$ cat config.mk
export PLATFORM = sky130hd
export DESIGN_NAME = pipeline_ctrl
export DESIGN_NICKNAME = d
export VERILOG_FILES = /design/src/rtl/pipeline_ctrl.sv
export SDC_FILE = /design/constraint.sdc
export NUM_CORES = 1
export LEC_CHECK = 0
export ABC_AREA = 1
export CAP_MARGIN = 0
export CORE_MARGIN = 4
export CORE_UTILIZATION = 33
export CTS_CLUSTER_DIAMETER = 150
export CTS_CLUSTER_SIZE = 14
export DETAILED_ROUTE_END_ITERATION = 6
export HOLD_SLACK_MARGIN = 0.03
export PLACE_DENSITY = 0.87
export RECOVER_POWER = 100
export SETUP_SLACK_MARGIN = 0.3
export SLEW_MARGIN = 0
export SYNTH_ARGS = -nofsm -noshare
export SYNTH_HDL_FRONTEND = slang
export SYNTH_SLANG_ARGS = --single-unit
$ cat constraint.sdc
create_clock -name clk -period 1.4 [get_ports clk]
set_input_delay 0.35 -clock clk [delete_from_list [all_inputs] [get_ports clk]]
set_output_delay 0.35 -clock clk [all_outputs]
set_load 0.1 [all_outputs]
$ cat src/rtl/pipeline_ctrl.sv
// Stall/flush sequencer and miss-fill arbiter for the 5-stage pipeline. Optional stall counter: PIPE_PERF_CNT_EN.
// Latency: stall/flush controls are combinational; fill_done is a registered pulse one cycle after the last word.
// Backpressure: a D-side stall freezes PC..EX/MEM and bubbles MEM/WB; an I-fill or hazard holds the front end.
module pipeline_ctrl #(
    parameter int WORDS = 8,
    parameter int CW    = 3
) (
    input  logic          clk,
    input  logic          rst_n,
    input  logic          I_miss,
    input  logic          D_miss,
    input  logic          mem_data_valid,
    input  logic          EX_MemRead,
    input  logic [3:0]    EX_Rd,
    input  logic [3:0]    ID_Rs,
    input  logic [3:0]    ID_Rt,
    input  logic          ID_uses_rs,
    input  logic          ID_uses_rt,
    input  logic          ID_branch_taken,
    output logic          PC_wen,
    output logic          IF_ID_wen,
    output logic          ID_EX_wen,
    output logic          EX_MEM_wen,
    output logic          MEM_WB_wen,
    output logic          IF_ID_flush,
    output logic          ID_EX_flush,
    output logic          MEM_WB_flush,
    output logic          mem_req,
    output logic          mem_sel,
    output logic          fill_we,
    output logic [CW-1:0] fill_word,
    output logic          fill_done,
    output logic [15:0]   stall_cycles
);

    typedef enum logic [1:0] {IDLE, DFILL, IFILL} state_t;

    state_t        state;
    state_t        state_nxt;
    logic [CW-1:0] cnt;
    logic          filling;
    logic          last_word;
    logic          dstall;
    logic          ifetch;
    logic          loaduse;
    logic          hold_id;

    assign filling   = (state != IDLE);
    assign last_word = filling && mem_data_valid && (cnt == CW'(WORDS - 1));
    assign fill_word = cnt;

    assign dstall  = D_miss || (state == DFILL);
    assign ifetch  = !dstall && (I_miss || (state == IFILL));
    assign loaduse = EX_MemRead && (EX_Rd != 4'd0) &&
                     ((ID_uses_rs && (EX_Rd == ID_Rs)) || (ID_uses_rt && (EX_Rd == ID_Rt)));
    assign hold_id = !dstall && (loaduse || (ID_branch_taken && ifetch));

    // FSM state register
    always_ff @(posedge clk or negedge rst_n) begin
        if (!rst_n) state <= IDLE;
        else        state <= state_nxt;
    end

    // Arbitration: D-side wins from IDLE; a pending D miss chains straight after an I fill
    always_comb begin
        state_nxt = state;
        case (state)
            IDLE: begin
                if (D_miss)      state_nxt = DFILL;
                else if (I_miss) state_nxt = IFILL;
            end
            IFILL: if (last_word) state_nxt = D_miss ? DFILL : IDLE;
            DFILL: if (last_word) state_nxt = IDLE;
            default: state_nxt = IDLE;
        endcase
    end

    // Word counter and completion pulse
    always_ff @(posedge clk or negedge rst_n) begin
        if (!rst_n) begin
            cnt       <= '0;
            fill_done <= 1'b0;
        end else begin
            fill_done <= last_word;
            if (last_word)                   cnt <= '0;
            else if (filling && mem_data_valid) cnt <= cnt + 1'b1;
        end
    end

    // Memory port and stage controls, highest-priority hazard first
    always_comb begin
        mem_req      = filling;
        mem_sel      = (state == DFILL);
        fill_we      = filling && mem_data_valid;
        PC_wen       = 1'b1;
        IF_ID_wen    = 1'b1;
        ID_EX_wen    = 1'b1;
        EX_MEM_wen   = 1'b1;
        MEM_WB_wen   = 1'b1;
        IF_ID_flush  = 1'b0;
        ID_EX_flush  = 1'b0;
        MEM_WB_flush = 1'b0;
        if (dstall) begin
            PC_wen       = 1'b0;
            IF_ID_wen    = 1'b0;
            ID_EX_wen    = 1'b0;
            EX_MEM_wen   = 1'b0;
            MEM_WB_flush = 1'b1;
        end else begin
            if (ifetch) begin
                PC_wen      = 1'b0;
                IF_ID_flush = 1'b1;
            end
            if (hold_id) begin
                PC_wen      = 1'b0;
                IF_ID_wen   = 1'b0;
                IF_ID_flush = 1'b0;
                ID_EX_flush = 1'b1;
            end else if (ID_branch_taken && !ifetch) begin
                IF_ID_flush = 1'b1;
            end
        end
    end

`ifdef PIPE_PERF_CNT_EN
    // Saturating count of cycles in which the PC is frozen
    always_ff @(posedge clk or negedge rst_n) begin
        if (!rst_n)                               stall_cycles <= 16'd0;
        else if (!PC_wen && stall_cycles != 16'hFFFF) stall_cycles <= stall_cycles + 16'd1;
    end
`else
    assign stall_cycles = 16'd0;
`endif

endmodule

* Word level (Yosys, flattened, before mapping)
Cells that the tools add are included.
** Cells by class
- $add $sub $neg :: 1
- Equality and inequality tests :: 8
- Muxes and demuxes :: 21
- Reduce and logical (&&, ||, !) cells :: 21
** Operators with widths (number)
- two-way mux 1 bit :: 14
- logical AND 1 bit :: 10
- == test 4 bit :: 2
- two-way mux 2 bit :: 4
- two-way mux 3 bit :: 2
- one-hot mux 2 bit (3 select lines) :: 1
- logical OR 1 bit :: 4
- nonzero test 2 bit :: 2
- nonzero test 4 bit :: 1
- adder 3 x 1 -> 3 bit (second input constant) :: 1
- == test 3 bit (second input constant) :: 1
- inequality test 3 bit (second input constant) :: 1
- AND reduction 3 bit :: 1
- == test 2 x 1 -> 1 bit (second input constant) :: 1
- == test 2 bit (second input constant) :: 1
- zero test 1 bit :: 2
- zero test 2 bit :: 1
- inequality test 2 x 1 -> 1 bit (second input constant) :: 1
- inequality test 2 bit (second input constant) :: 1
** Word-level totals
- Register bits after elaboration :: 6
- Bits of input ports :: 21
- Output and inout bits :: 31
- Logic and storage cells :: 54

* Longest topological paths before layout
Gate-level depths: netlist (run 1).
- Depth after elaboration :: 9
- Depth in mapped cells :: 9

* Worst setup path before layout (run 1)
No wires, ideal clock.
- Path kind :: flip-flop to output port
- Start point :: reg state[0]
- End point :: out IF_ID_flush
- Arrival :: 2.651 ns
- Slack :: -1.601 ns
- Cell stages (with the launch flop) :: 8
- Cell sequence :: dfrtp_1 > inv_2 > nor2_4 > inv_2 > nand2_4 > inv_1 > nand3_2 > nor2_2
** Between the ends
- Cells in the longest elaborated chain, start to end :: 9
- Elaborated cells on any way between the ends :: 15
** Ends and longest elaborated chain
- from (decl) :: RTL line 38 : state_t state;
- from (signal assigned) :: RTL line 61 : else state <= state_nxt;
- == test 2 x 1 -> 1 bit *
- net mem_sel :: RTL line 29 : output logic mem_sel,
- logical OR 1 bit * :: RTL line 52 : assign dstall = D_miss || (state == DFILL);
- zero test 1 bit :: RTL line 53, 56
- logical AND 1 bit :: RTL line 53 : assign ifetch = !dstall && (I_miss || (state == IFILL));
- zero test 1 bit / logical AND 1 bit (equally long branches) :: RTL line 119, 56
- logical AND 1 bit / logical OR 1 bit (equally long branches) :: RTL line 119, 56
- two-way mux 1 bit / logical AND 1 bit (equally long branches) :: RTL line 119, 56
- two-way mux 1 bit :: RTL line 114 : if (hold_id) begin
- two-way mux 1 bit * :: RTL line 103 : if (dstall) begin
- to (decl) :: RTL line 25 : output logic IF_ID_flush,
Mark *: on every way through the listed nets, which the timed path passes. The rest lies on a longest branch.

* Final worst setup path (run 1)
- Start point :: reg state[0]
- End point :: out PC_wen
** Between the ends
- Cells in the longest elaborated chain, start to end :: 9
- Elaborated cells on any way between the ends :: 12
** Ends and longest elaborated chain
- == test 2 x 1 -> 1 bit :: RTL line 52
- logical OR 1 bit :: RTL line 52
- zero test 1 bit :: RTL line 53, 56
- logical AND 1 bit :: RTL line 53
- logical AND 1 bit :: RTL line 56 : assign hold_id = !dstall && (loaduse || (ID_branch_taken && ifetch));
- logical OR 1 bit :: RTL line 56
- logical AND 1 bit :: RTL line 56
- two-way mux 1 bit :: RTL line 114
- two-way mux 1 bit * :: RTL line 103
- to (decl) :: RTL line 20 : output logic PC_wen,
Mark *: on every way between the ends. The rest lies on a longest branch, timed or not.

==> results of run 1 <==
## synth_stat cells
library cell and n:
buf_4 18, nor2_4 2, inv_1 18, inv_2 3, nand2_2 2, nor2_2 3
conb_1 2, a21boi_0 1, a21oi_2 1, o21ai_0 2, dfrtp_1 6, a21oi_1 2
nand2_4 1, nand3_2 1, nor3_1 1, o21a_1 1, nand2_1 22, xnor2_1 2
nand3_1 4, nand4_1 1, ha_1 2, nor2_1 11, o21ai_2 1
## layer usage
| metal | vias to the layer above | part of all wire [%] | global-route usage [%] |
|---|---|---|---|
| li1 | 424 | - | - |
| met1 | 402 | 33 | 15.9 |
| met2 | 35 | 59 | 41.5 |
| met3 | 4 | 6.0 | 3.32 |
| met4 | 0 | 1.5 | 5.11 |
| met5 | - | 0 | 0 |
## flip-flops by register name, indices dropped and copies added (netlist names)
signal and cells:
fill_word 3, state 2, fill_done 1
## power groups by stage
stage	clock [mW]	combinational, mW	sequential (mW)
after detailed placement	0	3.02	0.409
final	0.178	3.68	0.388
after floorplan	0	1.60	0.737
after global routing	0.192	3.85	0.397
after global placement	0	2.96	0.402
after CTS	0.178	3.45	0.396
## cell families (layout without fill, tap and decap cells)
group                      after synthesis  count (layout)  share of synthesized area, %
and+or+nand+nor                         48              48                          33.0
buffers and inverters                   39              92                          30.7
AOI/OAI and AO/OA                        8               8                          7.54
DFF                                      6               6                          21.5
adders and majority gates                2               2                          3.59
other                                    2              18                          1.08
xor gates and xnor gates                 2               2                          2.51
## cell type report
cell class | count | area share (%)
Tap cell | 27 | 2.23
Sequential cell | 6 | 10.7
Timing Repair Buffer | 67 | 47.1
Antenna cell | 1 | 0.165
Multi-Input combinational cell | 77 | 32.2
Inverter | 21 | 5.85
Clock buffer | 4 | 1.73
## critical path, cell delays in order, from the launching register on
cell        delay (ps)
dfrtp_2            390
inv_2               60
nor2_4             130
inv_4               60
nand2_8             70
clkinvlp_4         140
nand3_2            120
clkinvlp_4         100
buf_12             170
## metrics by stage
stage               setup TNS, ps  setup WS (ps)  hold slack, ps  instance area, sq um
detailed placement          -4520           -756             600                  1280
global placement            -4250           -713             593                  1280
floorplan                   -7310          -1450            54.4                   815
CTS                         -3230           -441             346                  1460
finish                      -4090           -429             425                  1520
global route                -4730           -496             446                  1520
## how the worst max path moves through the flow
stage | to | slack (ps) | cells past startpoint
3_3_place_gp | ID_EX_flush | -710 | 10
4_1_cts | IF_ID_flush | -440 | 8
6_report | PC_wen | -430 | 8
3_5_place_dp | ID_EX_flush | -760 | 10
2_1_floorplan | IF_ID_wen | -1450 | 6
5_1_grt | PC_wen | -500 | 8
## what timing repair did
item / in CTS / in global routing
endpoints found under the setup margin: 20 / 20
hold buffers: 0 / 0
gates cloned: 0 / 0
pin swaps: 21 / 9
setup buffers: 15 / 6
gates resized for setup: 53 / 17
==> run_results.csv, run 1 <==
group,metric,value,unit
die,core_area,1980,sq um
status,violations,"setup timing",
power,p_seq_share,9.1,%
placed_design,dp.final_hpwl,1680,um
die,die_width,54.0,um
power,combPwrFrac,86.7,%
route,firstDrtPassIters,4,
placed_design,post-place-cells,177,
setup_path,cp.arrival,1480,ps
grt,grt_pass1_vias,868,
placed_design,io_buffers,34,
timing,setup_viol,14,
final_layout,syn_to_final_growth,118,%
grt,grt_max_degree,7,
power,swShare,56.4,%
final_layout,regArea,163,sq um
timing,hold_viol,0,
final_layout,drive_gt1_share,50.9,%
synth,ys_seq_elements,6,
setup_path,critPathLaunch,"state[0]",
synth,netlist_instances,107,
route,vias,865,
route,finalWirelength,2810,um
final_layout,fillCellCount,145,
route,vias_per_cell,4.26,
final_layout,final_common_cell,"buf_4",
timing,rsz0062_at_grt,"yes",
power,p_int,1.85,mW
timing,slew_violations,0,
synth,ys_types,23,
synth,synth_area_leader_cell,"dfrtp_1",
setup_path,cp.required,1050,ps
synth,netlist.area_leader.share,21.5,%
final_layout,fin_cells,203,
die,start_util,35.2,%
synth,avgSynthCellArea,6.51,sq um
timing,fin_crit_sh,131,%
final_layout,final_util,76.6,%
power,p_leak,0.796,nW
setup_path,worstSetupPathType,"flip-flop to primary output",
grt,track_usage,18.7,%
die,floorplan.rows,16,
clock_network,cts_max_path_buffers,2,
die,die_area,2910,sq um
route,final_antenna_net_count,0,
timing,fmax,0.547,GHz
status,status,"finished with violations",
timing,finalCriticalPeriod,1830,ps
die,io_pins,52,
final_layout,multi_input_area,489,sq um
final_layout,final_cell_mix,"buf_4 (21), nand2_1 (20), conb_1 (17), buf_6 (15)",
setup_path,r2r_cells,13,
final_layout,fin_nets,199,
clock_network,htree_num_levels,1,
clock_network,cts_tree,"built",
route,drc_errors,0,
clock_network,clkTransAtPathRegs,50,ps
grt,grt_pass1_wl,3780,um
grt,antenna_found_initial,1,
power,p_per_area,2800,nW/um^2
route,wl_per_cell,13.8,um
clock_network,numCtsBuffers,3,
synth,syn_area,697,sq um
synth,synthTopCellsByArea,"dfrtp_1 (22%), buf_4 (19%), nand2_1 (12%), inv_1 (9.7%), nor2_1 (5.9%)",
die,die_h,54.0,um
grt,grt-ovfl-total,0,
power,total_power,4.25,mW
power,p_clk_share,4.2,%
synth,synth.yosys.seq_area_share,21.5,%
timing,fin_ws,-429,ps
setup_path,end_kind,"primary output",
setup_path,worst-path-max-fanout,4,
timing,skew,6.57,ps
power,p_sw,2.40,mW
setup_path,rrSetupSlack,-380,ps
synth,yosysWarnings,0,
setup_path,r2r-start,"state[1]",
clock_network,insertion_delay,250,ps
placed_design,finalWeightedCongestion,0.725,
clock_network,cts_root_buffer,"clkbuf_4",
setup_path,setup.worst_path.start_class,"flip-flop",
clock_network,cts_num_sinks,6,
setup_path,r2r_end,"state[1]",
route,drt_iter0_drc,8,
job,max-cap-violations,0,
power,vdd_drop_max,0.00172,V
worst_hold_path,min_path_type,"primary input to async pin",
(Power assumes the default switching activity.)
==> run 2, diff against run 1 <==
--- a/config.mk
+++ b/config.mk
@@ -12,10 +12,12 @@
 export CTS_CLUSTER_DIAMETER = 150
 export CTS_CLUSTER_SIZE = 14
 export DETAILED_ROUTE_END_ITERATION = 6
+export GPL_TIMING_DRIVEN = 0
 export HOLD_SLACK_MARGIN = 0.03
 export PLACE_DENSITY = 0.87
 export RECOVER_POWER = 100
 export SETUP_SLACK_MARGIN = 0.3
+export SKIP_CTS_REPAIR_TIMING = 1
 export SLEW_MARGIN = 0
 export SYNTH_ARGS = -nofsm -noshare
 export SYNTH_HDL_FRONTEND = slang
==> run 2 against run 1 <==
  * Critical endpoint unchanged
  * Combinational power decreased by 11%
  * Final cell count decreased by 0.99%
  * Hold slack got worse by 20 ps
  * Utilization increased by 1.3 points
  * Register-to-register slack improved by 310 ps
  * Critical path depth decreased by 1
  * Setup slack got worse by 88 ps
  * First-iteration DRC count decreased by 13%
  * The flow still finishes with violations (setup timing)
  * Count of clock-buffer cells in the layout unchanged
  * Largest power group unchanged
  * Flip-flop and latch count unchanged
==> run_results.csv, run 2 (synthesis gave the netlist of run 1 again) <==
group,metric,value,unit
setup_path,r2r_cells,6,
die,die_area,2910,sq um
placed_design,io_buffers,34,
route,vias_per_cell,4.12,
power,p_per_area,2510,nW/um^2
final_layout,final_common_cell,"buf_4",
die,start_util,35.2,%
status,status,"finished with violations",
timing,fmax,0.522,GHz
route,drt_iter0_drc,7,
setup_path,cpMostUsedCell,"clkinvlp_4",
status,violations,"setup timing",
placed_design,dp_slack,-1650,ps
route,drc_errors,0,
route,final_antenna_net_count,0,
final_layout,fillCellCount,127,
placed_design,post_dp_cell_area,1190,sq um
setup_path,worst-path-max-fanout,4,
clock_network,htree_num_levels,1,
setup_path,r2r-start,"fill_word[0]",
setup_path,cp.depth,7,
die,core_area,1980,sq um
clock_network,clkTransAtPathRegs,60,ps
final_layout,drive_gt1_share,53.4,%
final_layout,n_antenna_cell,0,
die,die_h,54.0,um
timing,fin_crit_sh,137,%
setup_path,rrSetupSlack,-70,ps
placed_design,finalWeightedCongestion,0.660,
grt,track_usage,12.1,%
route,vias,828,
die,floorplan.rows,16,
placed_design,dp.final_hpwl,1520,um
clock_network,cts_root_buffer,"clkbuf_4",
job,max-cap-violations,0,
setup_path,setup.worst_path.start_class,"flip-flop",
grt,met2_usage,23.2,%
setup_path,worstSetupPathType,"flip-flop to primary output",
grt,antenna_found_initial,0,
timing,slew_violations,0,
setup_path,critical-path-slowest-cell,"dfrtp_2",
grt,grt_pass1_vias,701,
setup_path,end_kind,"primary output",
clock_network,cts_num_sinks,6,
route,firstDrtPassIters,4,
final_layout,design_area,1540,sq um
grt,grt-ovfl-total,0,
clock_network,numCtsBuffers,3,
setup_path,worst-path-buf-inv,4,
timing,setup_viol,13,
grt,grt_max_degree,9,
clock_network,cts_tree,"built",
setup_path,slowest_delay,450,ps
timing,fin_ws,-517,ps
final_layout,final_cell_mix,"buf_4 (30), nand2_1 (19), conb_1 (17), dlymetal6s2s_1 (14)",
grt,grt_pass1_wl,2550,um
grt,use_met1,11.8,%
timing,rsz0062_at_grt,"yes",
worst_hold_path,min_path_type,"primary input to async pin",
setup_path,cp.arrival,1570,ps
setup_path,crit_end,"PC_wen",
final_layout,syn_to_final_growth,121,%
grt,met3_usage,1.66,%
timing,hold_viol,0,
die,io_pins,52,
setup_path,r2r_end,"state[0]",
setup_path,critPathLaunch,"state[1]",
grt,busiest_layer,"met2",
power,vdd_drop_max,0.00149,V
clock_network,cts_max_path_buffers,2,
setup_path,cp_top_family,"buffers and inverters",
die,die_width,54.0,um
timing,skew,3.95,ps
route,finalWirelength,2400,um
setup_path,cp.required,1050,ps
final_layout,largest_reg_flops,3,
timing,tns,-3480,ps
power,p_leak,0.905,nW
route,wl_per_cell,11.9,um
final_layout,fin_nets,198,
timing,finalCriticalPeriod,1920,ps
clock_network,insertion_delay,270,ps
setup_path,cp_cell_sequence,"nor2_4, inv_4, nand2_8, clkinvlp_4, nand3_4, clkinvlp_4, buf_12",
[run 2: changes by cell type in the layout (fill, tap and decap cells not counted), moves of 3 or more]
cell / delta
clkdlybuf4s15_1: -5
dlygate4sd2_1: -7
buf_6: -11
nor2_2: +4
nor2_1: -3
buf_2: -3
dlymetal6s2s_1: +13
buf_4: +9
[run 2: stage by stage]
| step | hold WS [ps] | utilization (%) | std cells | power [mW] |
|---|---|---|---|---|
| after floorplan | 54.4 | - | 122 | 2.33 |
| after global placement | 570 | 60.0 | 183 | 2.76 |
| after detailed placement | 580 | 60.0 | 183 | 2.81 |
| after CTS | 348 | 61.3 | 187 | 3.00 |
| after global routing | 427 | 77.8 | 201 | 4.01 |
| final | 405 | 77.8 | 201 | 3.88 |
[run 2: report_power, final]
part / leakage [nW] / switching [mW] / internal [mW] / total, mW
clock network: 0.0150 / 0.0901 / 0.110 / 0.200
logic: 0.824 / 2.13 / 1.14 / 3.28
registers: 0.0661 / 0.113 / 0.285 / 0.398
[run 2: worst min path at each step]
stage | from | endpoint | slack [ps] | depth (start not counted)
6_report | rst_n | fill_word[0] | 410 | 1
5_1_grt | rst_n | fill_word[0] | 430 | 1
4_1_cts | rst_n | fill_word[0] | 350 | 1
3_3_place_gp | fill_word[2] | fill_word[2] | 570 | 2
3_5_place_dp | fill_word[2] | fill_word[2] | 580 | 2
2_1_floorplan | rst_n | fill_done | 50 | 0
[run 2: layout make-up]
class | count | area, sq um | area share (%)
well taps | 27 | 33.8 | 2.19
inverters | 21 | 104 | 6.73
clock buffers | 4 | 26.3 | 1.70
flip-flops and latches | 6 | 163 | 10.5
repair buffers | 48 | 578 | 37.5
multi-input cells | 77 | 503 | 32.6
plain buffers | 18 | 135 | 8.76
[run 2: metal layers]
metal	vias to the layer above	share of wire (%)
li1	416	-
met1	374	33
met2	35	60
met3	3	5.8
met4	0	1.3
met5	-	0
